**src/rtl/car_pkg.sv**
```systemverilog
// Shared types and constants for the car-dashboard lab.
//   gear_e         : gear switch encoding (N, 1..6, R)
//   MAX_LEVEL      : top speed level allowed per gear, indexed by gear_e
//   SEG_*          : 7-seg glyphs, bit order {dp,g,f,e,d,c,b,a}, active-high
//   *_DEFAULT      : auto-repeat timing in control ticks
//   BEEP_*_TICKS   : piezo burst lengths in control ticks
package car_pkg;

  typedef enum logic [2:0] {
    GEAR_N = 3'd0,
    GEAR_1 = 3'd1,
    GEAR_2 = 3'd2,
    GEAR_3 = 3'd3,
    GEAR_4 = 3'd4,
    GEAR_5 = 3'd5,
    GEAR_6 = 3'd6,
    GEAR_R = 3'd7
  } gear_e;

  // Element 0 is the rightmost nibble, so MAX_LEVEL[gear] reads naturally.
  localparam logic [7:0][3:0] MAX_LEVEL = {
    4'd3, 4'd13, 4'd11, 4'd9, 4'd7, 4'd5, 4'd3, 4'd0
  };

  localparam int INITIAL_HOLD_DEFAULT = 300;
  localparam int REPEAT_DEFAULT       = 150;

  localparam int BEEP_OK_TICKS  = 50;
  localparam int BEEP_ERR_TICKS = 200;

  localparam logic [7:0] SEG_BLANK = 8'h00;
  localparam logic [7:0] SEG_N     = 8'h37;
  localparam logic [7:0] SEG_R     = 8'h50;

  function automatic logic [7:0] seg_digit(input logic [3:0] d);
    logic [7:0] s;
    case (d)
      4'd0:    s = 8'h3F;
      4'd1:    s = 8'h06;
      4'd2:    s = 8'h5B;
      4'd3:    s = 8'h4F;
      4'd4:    s = 8'h66;
      4'd5:    s = 8'h6D;
      4'd6:    s = 8'h7D;
      4'd7:    s = 8'h07;
      4'd8:    s = 8'h7F;
      4'd9:    s = 8'h6F;
      default: s = SEG_BLANK;
    endcase
    return s;
  endfunction

  function automatic logic [7:0] gear_glyph(input gear_e g);
    logic [7:0] s;
    case (g)
      GEAR_N:  s = SEG_N;
      GEAR_R:  s = SEG_R;
      default: s = seg_digit({1'b0, g});
    endcase
    return s;
  endfunction

endpackage

```
**src/rtl/button_repeat.sv**
```systemverilog
// Button synchroniser + tick-sampled debounce + auto-repeat.
//   clk, rst : system clock, synchronous active-high reset
//   tick     : control tick enable
//   btn      : raw active-high button
//   step     : one-clock pulse per accepted press / repeat
module button_repeat #(
  parameter int INITIAL_HOLD = 300,
  parameter int REPEAT       = 150
) (
  input  logic clk,
  input  logic rst,
  input  logic tick,
  input  logic btn,
  output logic step
);

  localparam int HMAX = (INITIAL_HOLD > REPEAT) ? INITIAL_HOLD : REPEAT;
  localparam int HW   = $clog2(HMAX + 1);

  logic [1:0]    sync;
  logic          smp;
  logic [HW-1:0] hold_cnt;   // ticks remaining until the next repeat; 0 = idle
  logic          cur;

  assign cur = sync[1];

  // smp resets high so a button still held through reset is not seen as a
  // new press; with hold_cnt at 0 the held button then stays silent until
  // it is released and pressed again.
  always_ff @(posedge clk) begin
    if (rst) begin
      sync     <= '0;
      smp      <= 1'b1;
      hold_cnt <= '0;
      step     <= 1'b0;
    end else begin
      sync <= {sync[0], btn};
      step <= 1'b0;
      if (tick) begin
        smp <= cur;
        if (cur && !smp) begin
          step     <= 1'b1;
          hold_cnt <= HW'(INITIAL_HOLD);
        end else if (cur && hold_cnt != '0) begin
          if (hold_cnt == HW'(1)) begin
            step     <= 1'b1;
            hold_cnt <= HW'(REPEAT);
          end else begin
            hold_cnt <= hold_cnt - 1'b1;
          end
        end else if (!cur) begin
          hold_cnt <= '0;
        end
      end
    end
  end

endmodule

```
**src/rtl/clk_div.sv**
```systemverilog
// Control-tick generator.
//   clk      : system clock
//   rst      : synchronous active-high reset
//   clk_1khz : 50% square wave at TICK_HZ (observable, never used as a clock)
//   tick     : one-clock enable on each clk_1khz rising edge
module clk_div #(
  parameter int CLK_HZ  = 50_000_000,
  parameter int TICK_HZ = 1_000
) (
  input  logic clk,
  input  logic rst,
  output logic clk_1khz,
  output logic tick
);

  localparam int HALF = CLK_HZ / (2 * TICK_HZ);
  localparam int CW   = $clog2(HALF + 1);

  logic [CW-1:0] cnt;
  logic          clk_q;

  always_ff @(posedge clk) begin
    if (rst) begin
      cnt      <= '0;
      clk_1khz <= 1'b0;
      clk_q    <= 1'b0;
    end else begin
      clk_q <= clk_1khz;
      if (cnt == CW'(HALF - 1)) begin
        cnt      <= '0;
        clk_1khz <= ~clk_1khz;
      end else begin
        cnt <= cnt + 1'b1;
      end
    end
  end

  assign tick = clk_1khz & ~clk_q;

endmodule

```
**src/rtl/rpm_ctrl.sv**
```systemverilog
// Speed level register with per-gear clamp.
//   clk, rst    : system clock, synchronous active-high reset
//   tick        : control tick enable (used for the gear clamp)
//   acc_step    : accelerate pulse
//   dec_step    : decelerate pulse
//   gear        : current gear
//   speed_level : 0..max_level
//   max_level   : ceiling for the current gear
//   beep_ok     : one-clock pulse, speed changed
//   beep_err    : one-clock pulse, step refused at a limit
module rpm_ctrl
  import car_pkg::*;
(
  input  logic       clk,
  input  logic       rst,
  input  logic       tick,
  input  logic       acc_step,
  input  logic       dec_step,
  input  gear_e      gear,
  output logic [3:0] speed_level,
  output logic [3:0] max_level,
  output logic       beep_ok,
  output logic       beep_err
);

  assign max_level = MAX_LEVEL[gear];

  // Steps arrive the clock after a tick, so they never collide with the
  // clamp, which only acts on tick.
  always_ff @(posedge clk) begin
    if (rst) begin
      speed_level <= 4'd0;
      beep_ok     <= 1'b0;
      beep_err    <= 1'b0;
    end else begin
      beep_ok  <= 1'b0;
      beep_err <= 1'b0;
      if (tick && speed_level > max_level) begin
        speed_level <= max_level;
      end else if (acc_step && !dec_step) begin
        if (speed_level < max_level) begin
          speed_level <= speed_level + 4'd1;
          beep_ok     <= 1'b1;
        end else begin
          beep_err <= 1'b1;
        end
      end else if (dec_step && !acc_step) begin
        if (speed_level != 4'd0) begin
          speed_level <= speed_level - 4'd1;
          beep_ok     <= 1'b1;
        end else begin
          beep_err <= 1'b1;
        end
      end
    end
  end

endmodule

```
**src/rtl/car_rpm_top.sv**
```systemverilog
// Car-dashboard top: buttons -> speed level -> gauge, RPM FND, LEDs, piezo.
//   clk_50mhz     : system clock
//   rst_btn       : synchronous active-high reset
//   btn_accel     : accelerate button
//   btn_decel     : decelerate button
//   gear_sw       : 0=N, 1..6, 7=R
//   servo_pwm     : 50 Hz gauge PWM, 1.0..2.0 ms high
//   speed_fnd_sel : digit select, active-low one-hot, bit 0 = rightmost
//   speed_fnd_seg : segments {dp,g..a}
//   gear_seg      : gear glyph {dp,g..a}
//   leds          : speed bar graph
//   piezo         : beeper
module car_rpm_top
  import car_pkg::*;
#(
  parameter int CLK_HZ       = 50_000_000,
  parameter int TICK_HZ      = 1_000,
  parameter int INITIAL_HOLD = INITIAL_HOLD_DEFAULT,
  parameter int REPEAT       = REPEAT_DEFAULT
) (
  input  logic       clk_50mhz,
  input  logic       rst_btn,
  input  logic       btn_accel,
  input  logic       btn_decel,
  input  logic [2:0] gear_sw,
  output logic       servo_pwm,
  output logic [7:0] speed_fnd_sel,
  output logic [7:0] speed_fnd_seg,
  output logic [7:0] gear_seg,
  output logic [7:0] leds,
  output logic       piezo
);

  localparam int PWM_PERIOD = CLK_HZ / 50;
  localparam int PWM_MIN    = CLK_HZ / 1000;
  localparam int PWM_STEP   = CLK_HZ / 15000;
  localparam int PW         = $clog2(PWM_PERIOD);
  localparam int BW         = $clog2(BEEP_ERR_TICKS + 1);

  logic       tick, clk_1khz;
  logic       acc_step, dec_step, beep_ok, beep_err;
  logic [3:0] speed_level, max_level;
  gear_e      gear;

  // Gear comes from static slide switches; decoded directly.
  assign gear     = gear_e'(gear_sw);
  assign gear_seg = gear_glyph(gear);

  clk_div #(.CLK_HZ(CLK_HZ), .TICK_HZ(TICK_HZ)) u_clk_div (
    .clk(clk_50mhz), .rst(rst_btn), .clk_1khz(clk_1khz), .tick(tick)
  );

  button_repeat #(.INITIAL_HOLD(INITIAL_HOLD), .REPEAT(REPEAT)) u_btn_accel (
    .clk(clk_50mhz), .rst(rst_btn), .tick(tick), .btn(btn_accel), .step(acc_step)
  );

  button_repeat #(.INITIAL_HOLD(INITIAL_HOLD), .REPEAT(REPEAT)) u_btn_decel (
    .clk(clk_50mhz), .rst(rst_btn), .tick(tick), .btn(btn_decel), .step(dec_step)
  );

  rpm_ctrl u_rpm_ctrl (
    .clk(clk_50mhz), .rst(rst_btn), .tick(tick),
    .acc_step(acc_step), .dec_step(dec_step), .gear(gear),
    .speed_level(speed_level), .max_level(max_level),
    .beep_ok(beep_ok), .beep_err(beep_err)
  );

  // ---------------- servo gauge ----------------
  logic [PW-1:0] pwm_cnt, pwm_high;

  assign pwm_high = PW'(PWM_MIN) + PW'(speed_level) * PW'(PWM_STEP);

  always_ff @(posedge clk_50mhz) begin
    if (rst_btn) begin
      pwm_cnt   <= '0;
      servo_pwm <= 1'b0;
    end else begin
      pwm_cnt   <= (pwm_cnt == PW'(PWM_PERIOD - 1)) ? '0 : pwm_cnt + 1'b1;
      servo_pwm <= (pwm_cnt < pwm_high);
    end
  end

  // ---------------- RPM FND scan ----------------
  // rpm = speed*500: thousands = speed/2, hundreds = 5 on odd speeds,
  // tens and ones are always 0.
  logic [2:0] scan_dig;
  logic [3:0] rpm_th, rpm_hu;
  logic [7:0] seg_nxt;

  assign rpm_th = speed_level >> 1;
  assign rpm_hu = speed_level[0] ? 4'd5 : 4'd0;

  always_comb begin
    seg_nxt = SEG_BLANK;
    case (scan_dig)
      3'd0:    seg_nxt = seg_digit(4'd0);
      3'd1:    if (speed_level != 4'd0) seg_nxt = seg_digit(4'd0);
      3'd2:    if (speed_level != 4'd0) seg_nxt = seg_digit(rpm_hu);
      3'd3:    if (speed_level > 4'd1)  seg_nxt = seg_digit(rpm_th);
      default: seg_nxt = SEG_BLANK;
    endcase
  end

  always_ff @(posedge clk_50mhz) begin
    if (rst_btn) begin
      scan_dig      <= '0;
      speed_fnd_sel <= 8'hFF;
      speed_fnd_seg <= SEG_BLANK;
    end else begin
      if (tick) scan_dig <= scan_dig + 3'd1;
      speed_fnd_sel <= ~(8'd1 << scan_dig);
      speed_fnd_seg <= seg_nxt;
    end
  end

  // ---------------- LED bar ----------------
  for (genvar i = 0; i < 8; i++) begin : g_led
    assign leds[i] = (speed_level > 4'(2 * i));
  end

  // ---------------- piezo ----------------
  // A refusal burst overrides an acceptance burst if both are pending.
  logic [BW-1:0] beep_cnt;

  always_ff @(posedge clk_50mhz) begin
    if (rst_btn) begin
      beep_cnt <= '0;
      piezo    <= 1'b0;
    end else if (beep_err) begin
      beep_cnt <= BW'(BEEP_ERR_TICKS);
    end else if (beep_ok) begin
      beep_cnt <= BW'(BEEP_OK_TICKS);
    end else if (tick) begin
      if (beep_cnt != '0) begin
        piezo    <= ~piezo;
        beep_cnt <= beep_cnt - 1'b1;
      end else begin
        piezo <= 1'b0;
      end
    end
  end

endmodule

```
**config.mk**
```make
export PLATFORM = sky130hd
export DESIGN_NAME = car_rpm_top
export DESIGN_NICKNAME = d
export VERILOG_FILES = /design/src/rtl/car_pkg.sv /design/src/rtl/button_repeat.sv /design/src/rtl/clk_div.sv /design/src/rtl/rpm_ctrl.sv /design/src/rtl/car_rpm_top.sv
export SDC_FILE = /design/constraint.sdc
export NUM_CORES = 1
export LEC_CHECK = 0
export BUFFER_PORTS_ARGS = -buffer_cell sky130_fd_sc_hd__buf_4
export CORE_UTILIZATION = 33
export DETAILED_ROUTE_END_ITERATION = 7
export SLEW_MARGIN = 40
export SYNTH_ARGS = -nofsm -noshare
export SYNTH_HDL_FRONTEND = slang
export SYNTH_SLANG_ARGS = --single-unit
```
**constraint.sdc**
```tcl
create_clock -name clk_50mhz -period 7.25 [get_ports clk_50mhz]
set_input_delay 1.45 -clock clk_50mhz [delete_from_list [all_inputs] [get_ports clk_50mhz]]
set_output_delay 1.45 -clock clk_50mhz [all_outputs]
set_load 0.02 [all_outputs]
```
==> impl_results.md <==
- Die height: 139 um
- Number of synthesized flops with an enable pin: 0
- Seq cells post-synth: 104
- Area growth, synth to finish: 12.6%
- Critical Path Sink: servo_pwm
- H-tree level count: 3
- Yosys top cell area share: 0.337
- Max incr delay on CP: 0.63 ns
- Max rail drop VDD: 0.160 mV
- Placed Cells: 966
- Reg2Reg Depth: 15
- Hold_buf cts: 0
- Dominant cell type by area after synthesis: dfxtp_1
- Pin count of the biggest net entering global routing: 46
- DRT Wirelength: 13,100 um
- Iteration-0 DRC Markers: 237
- Post-Synth Adder-Cell Area: 0.164
- NetSw: 274 uW
- Worst r2r src: u_rpm_ctrl.speed_level[2]
- Core footprint: 0.0181 mm2
- Antenna Violating Nets Remaining: 0
- Vias in the first global route: 4,578
- Number of diodes: 0
- Hold WC Path Type: flip-flop to flip-flop
- Lkg Pwr: 0.00286 uW
- Mux contribution to synthesized area: 0.0154
- Worst path slowest cell: dfxtp_1
- Simple-Gate Fraction of Synth Area: 0.205
- Initial Util: 0.340
- Most numerous cell in the Yosys netlist: dfxtp_1
- Status: finished, violations left
- Critical path required time: 7.54 ns
- Least-Margin Pin Slew: 0.669 ns
- Fin cells: 982
- DRC viols: 3
- Crit-path max FO: 12
- Hold Fails Final Rpt: 0
- Die area: 0.0193 mm2
- DPL Wire Length: 9890 um
- Row cnt: 49
- Final WS setup: 3.06 ns
- GPL Wtd Cong: 0.833
- R2R Path End: servo_pwm
- I/O pin cnt: 41
- Ys flop type: dfxtp_1
- Type of the worst setup path: flip-flop to flip-flop
- Yosys warns: 0
- Flop2flop setup slack: 3.06 ns
- Final setup skew: 0.0148 ns
- Asr flop ratio synth: 0
- Slew Viols, Final: 0
- Share of layout cells above drive strength 1: 0.101
- Gr ovfl total: 0
- RSZ-0062 raised after global routing: no
- Pre-antenna DRT Iters: 6
- Max Buffers Root-to-Sink: 2
- Post-synthesis cell count: 716
- Maximum clock rate: 239 MHz
- Setup TNS: 0 ns
- Sequential share of power: 0.522
- Clock Tree Root: clkbuf_16
- CTS buffer count: 9
- Worst skew pair latency: 0.35 ns
- Power per cell area: 160 mW/mm2
- Largest family of logic cells by synthesized area: simple AND/OR/NAND/NOR gates
- Post-CTS Setup Inserts: 0
- Die Span X: 139 um
- Sequential-to-total area share from yosys stat: 0.337
- Synth Area in Compound Gates: 0.164
- Internal power: 841 uW
- Top cells by area, synth: dfxtp_1 34%, ha_1 16%, nand2_1 4.7%
- Final worst path period need: 4.19 ns
- Pre-CTS setup slack: 2.96 ns
- Vias: 4,856
- CP Launch Type: flip-flop
- Sw Ratio: 0.246
- # fillers: 1,867
- CP cell instances: inv_1 > ha_1 > xor2_1 > ha_1 > and3_1 > a31oi_1 > o21ai_1 > a31o_2 > a21oi_1 > xnor2_1 > ha_1 > a211o_1 > nor4_1 > o2111ai_1 > o2bb2ai_1
- Clock slew at reported path FFs: 0.08 ns
- Failing checks: design-rule violations
- Gr usage total: 0.139
- CTS resizes: 0
- CTS tree: done
- Combinational power share: 0.048
- CP Capture Type: flip-flop
- Layout Nets: 835
- WP data arrival: 4.48 ns
- Slew margin rel.: 0.554
- Critical path launch point: u_rpm_ctrl.speed_level[2]
- Initial antenna violation count: 0
- Vias/cell: 4.95
- First-pass GRT wire length: 22,100 um
- Setup Viol. Count Final: 0
- Most frequent cells after synthesis: 104 x dfxtp_1, 80 x ha_1, 77 x nand2_1
- Buffers on Ports: 38
- Final period utilization: 0.578
- Clk pwr share: 0.430
- Drt wl/cell: 13.3 um
- Mapped Area: 0.00618 mm2
- Post-synth cell types: 73
- Avg Cell Area, Syn: 8.63 um2
- # clock sinks: 104
- CP most frequent cell: ha_1
- Maxcap violations: 0
- Post-synthesis xor/xnor area fraction: 0.0780
worst min-delay path by stage:
stage                             start                   to  cells past startpoint
floorplan           u_btn_accel.sync[0]  u_btn_accel.sync[1]                      1
global placement    u_btn_decel.sync[0]  u_btn_decel.sync[1]                      1
detailed placement  u_btn_decel.sync[0]  u_btn_decel.sync[1]                      1
CTS                           flip-flop     speed_fnd_seg[1]                      2
global route           u_clk_div.cnt[0]     u_clk_div.cnt[0]                      1
finish                        flip-flop     speed_fnd_seg[1]                      2
layout make-up:
type,instances,area [um2],share of cell area
clock buffer,9,225,0.0324
multi-input combinational,559,3870,0.556
inverter,35,131,0.0189
timing repair buffer,39,293,0.0421
clock inverter,7,68.8,0.00989
sequential,104,2080,0.299
tap,229,287,0.0412
state kept, by name, summed over array words and instances, names as in the netlist, 2 cells and up, named ones only:
| name | count |
|---|---|
| speed_fnd_sel | 8 |
| u_clk_div.cnt | 15 |
| u_rpm_ctrl.speed_level | 4 |
| u_btn_decel.sync | 2 |
| scan_dig | 3 |
| u_btn_accel.sync | 2 |
| pwm_cnt | 20 |
| u_btn_accel.hold_cnt | 9 |
| beep_cnt | 8 |
| speed_fnd_seg | 7 |
| u_btn_decel.hold_cnt | 9 |
worst max-delay path: cells and delay by family (launching register included):
| family | cells | cell delay [ns] |
|---|---|---|
| AOI/OAI and AO/OA | 7 | 1.46 |
| xor gates and xnor gates | 2 | 0.35 |
| adders and majority gates | 3 | 0.97 |
| buffers and inverters | 1 | 0.25 |
| DFF | 1 | 0.63 |
| and+or+nand+nor | 2 | 0.51 |
metal layers:
layer	GRT usage	up-vias	wire length [um]
met3	0.0166	12	238
met1	0.186	2222	6580
met2	0.228	58	6070
li1	-	2564	-
met5	0	-	0
met4	0.0567	0	210
kinds of logic after synthesis:
group | count (synthesis)
adder cells (fa/ha/maj) | 81
AO/OA/AOI/OAI | 146
other | 1
AND/OR/NAND/NOR | 266
buffers and inverters | 54
flip-flops | 104
multiplexers | 9
XOR/XNOR | 55
power groups by stage:
| stage | Clock [uW] | Combinational [uW] | Sequential, uW |
|---|---|---|---|
| finish | 480 | 53.3 | 582 |
| global route | 518 | 58.6 | 583 |
| global placement | 0 | 53.4 | 595 |
| floorplan | 0 | 33.4 | 597 |
| detailed placement | 0 | 53.5 | 595 |
| CTS | 492 | 54.1 | 582 |
per-stage QoR:
stage          hold WS (ns)  area (um2)  utilization  power (uW)
2_1_floorplan         0.414        6180            -         630
3_3_place_gp          0.428        6670        0.367         649
3_5_place_dp          0.426        6670        0.367         649
4_1_cts               0.456        6960        0.383        1130
5_1_grt               0.476        6960        0.383        1160
6_report              0.447        6960        0.383        1110
layout by cell type, fill, tap and decap left out, types with 3 or more instances in the layout:
| cell | count |
|---|---|
| nor4b_1 | 3 |
| nand3_1 | 31 |
| nor2b_1 | 12 |
| a31o_2 | 3 |
| ha_1 | 80 |
| a21o_1 | 9 |
| o21ai_0 | 23 |
| clkbuf_16 | 9 |
| a31oi_1 | 6 |
| nand2b_1 | 6 |
| o21a_1 | 10 |
| a21oi_1 | 45 |
| dfxtp_1 | 104 |
| o21bai_1 | 4 |
| and2_1 | 4 |
| or3_1 | 6 |
| nand2_1 | 77 |
| o2111ai_1 | 3 |
| buf_4 | 39 |
| a211oi_1 | 5 |
| nor3b_1 | 3 |
| o21ai_1 | 3 |
| xor2_1 | 31 |
| mux2i_1 | 8 |
| nor3_1 | 18 |
| nand4_1 | 9 |
| xnor2_1 | 24 |
| and3_1 | 7 |
| nor2_1 | 75 |
| inv_1 | 35 |
| nor4_1 | 6 |
| nor4_2 | 3 |
No activity file was read; power rests on OpenSTA's default activity.
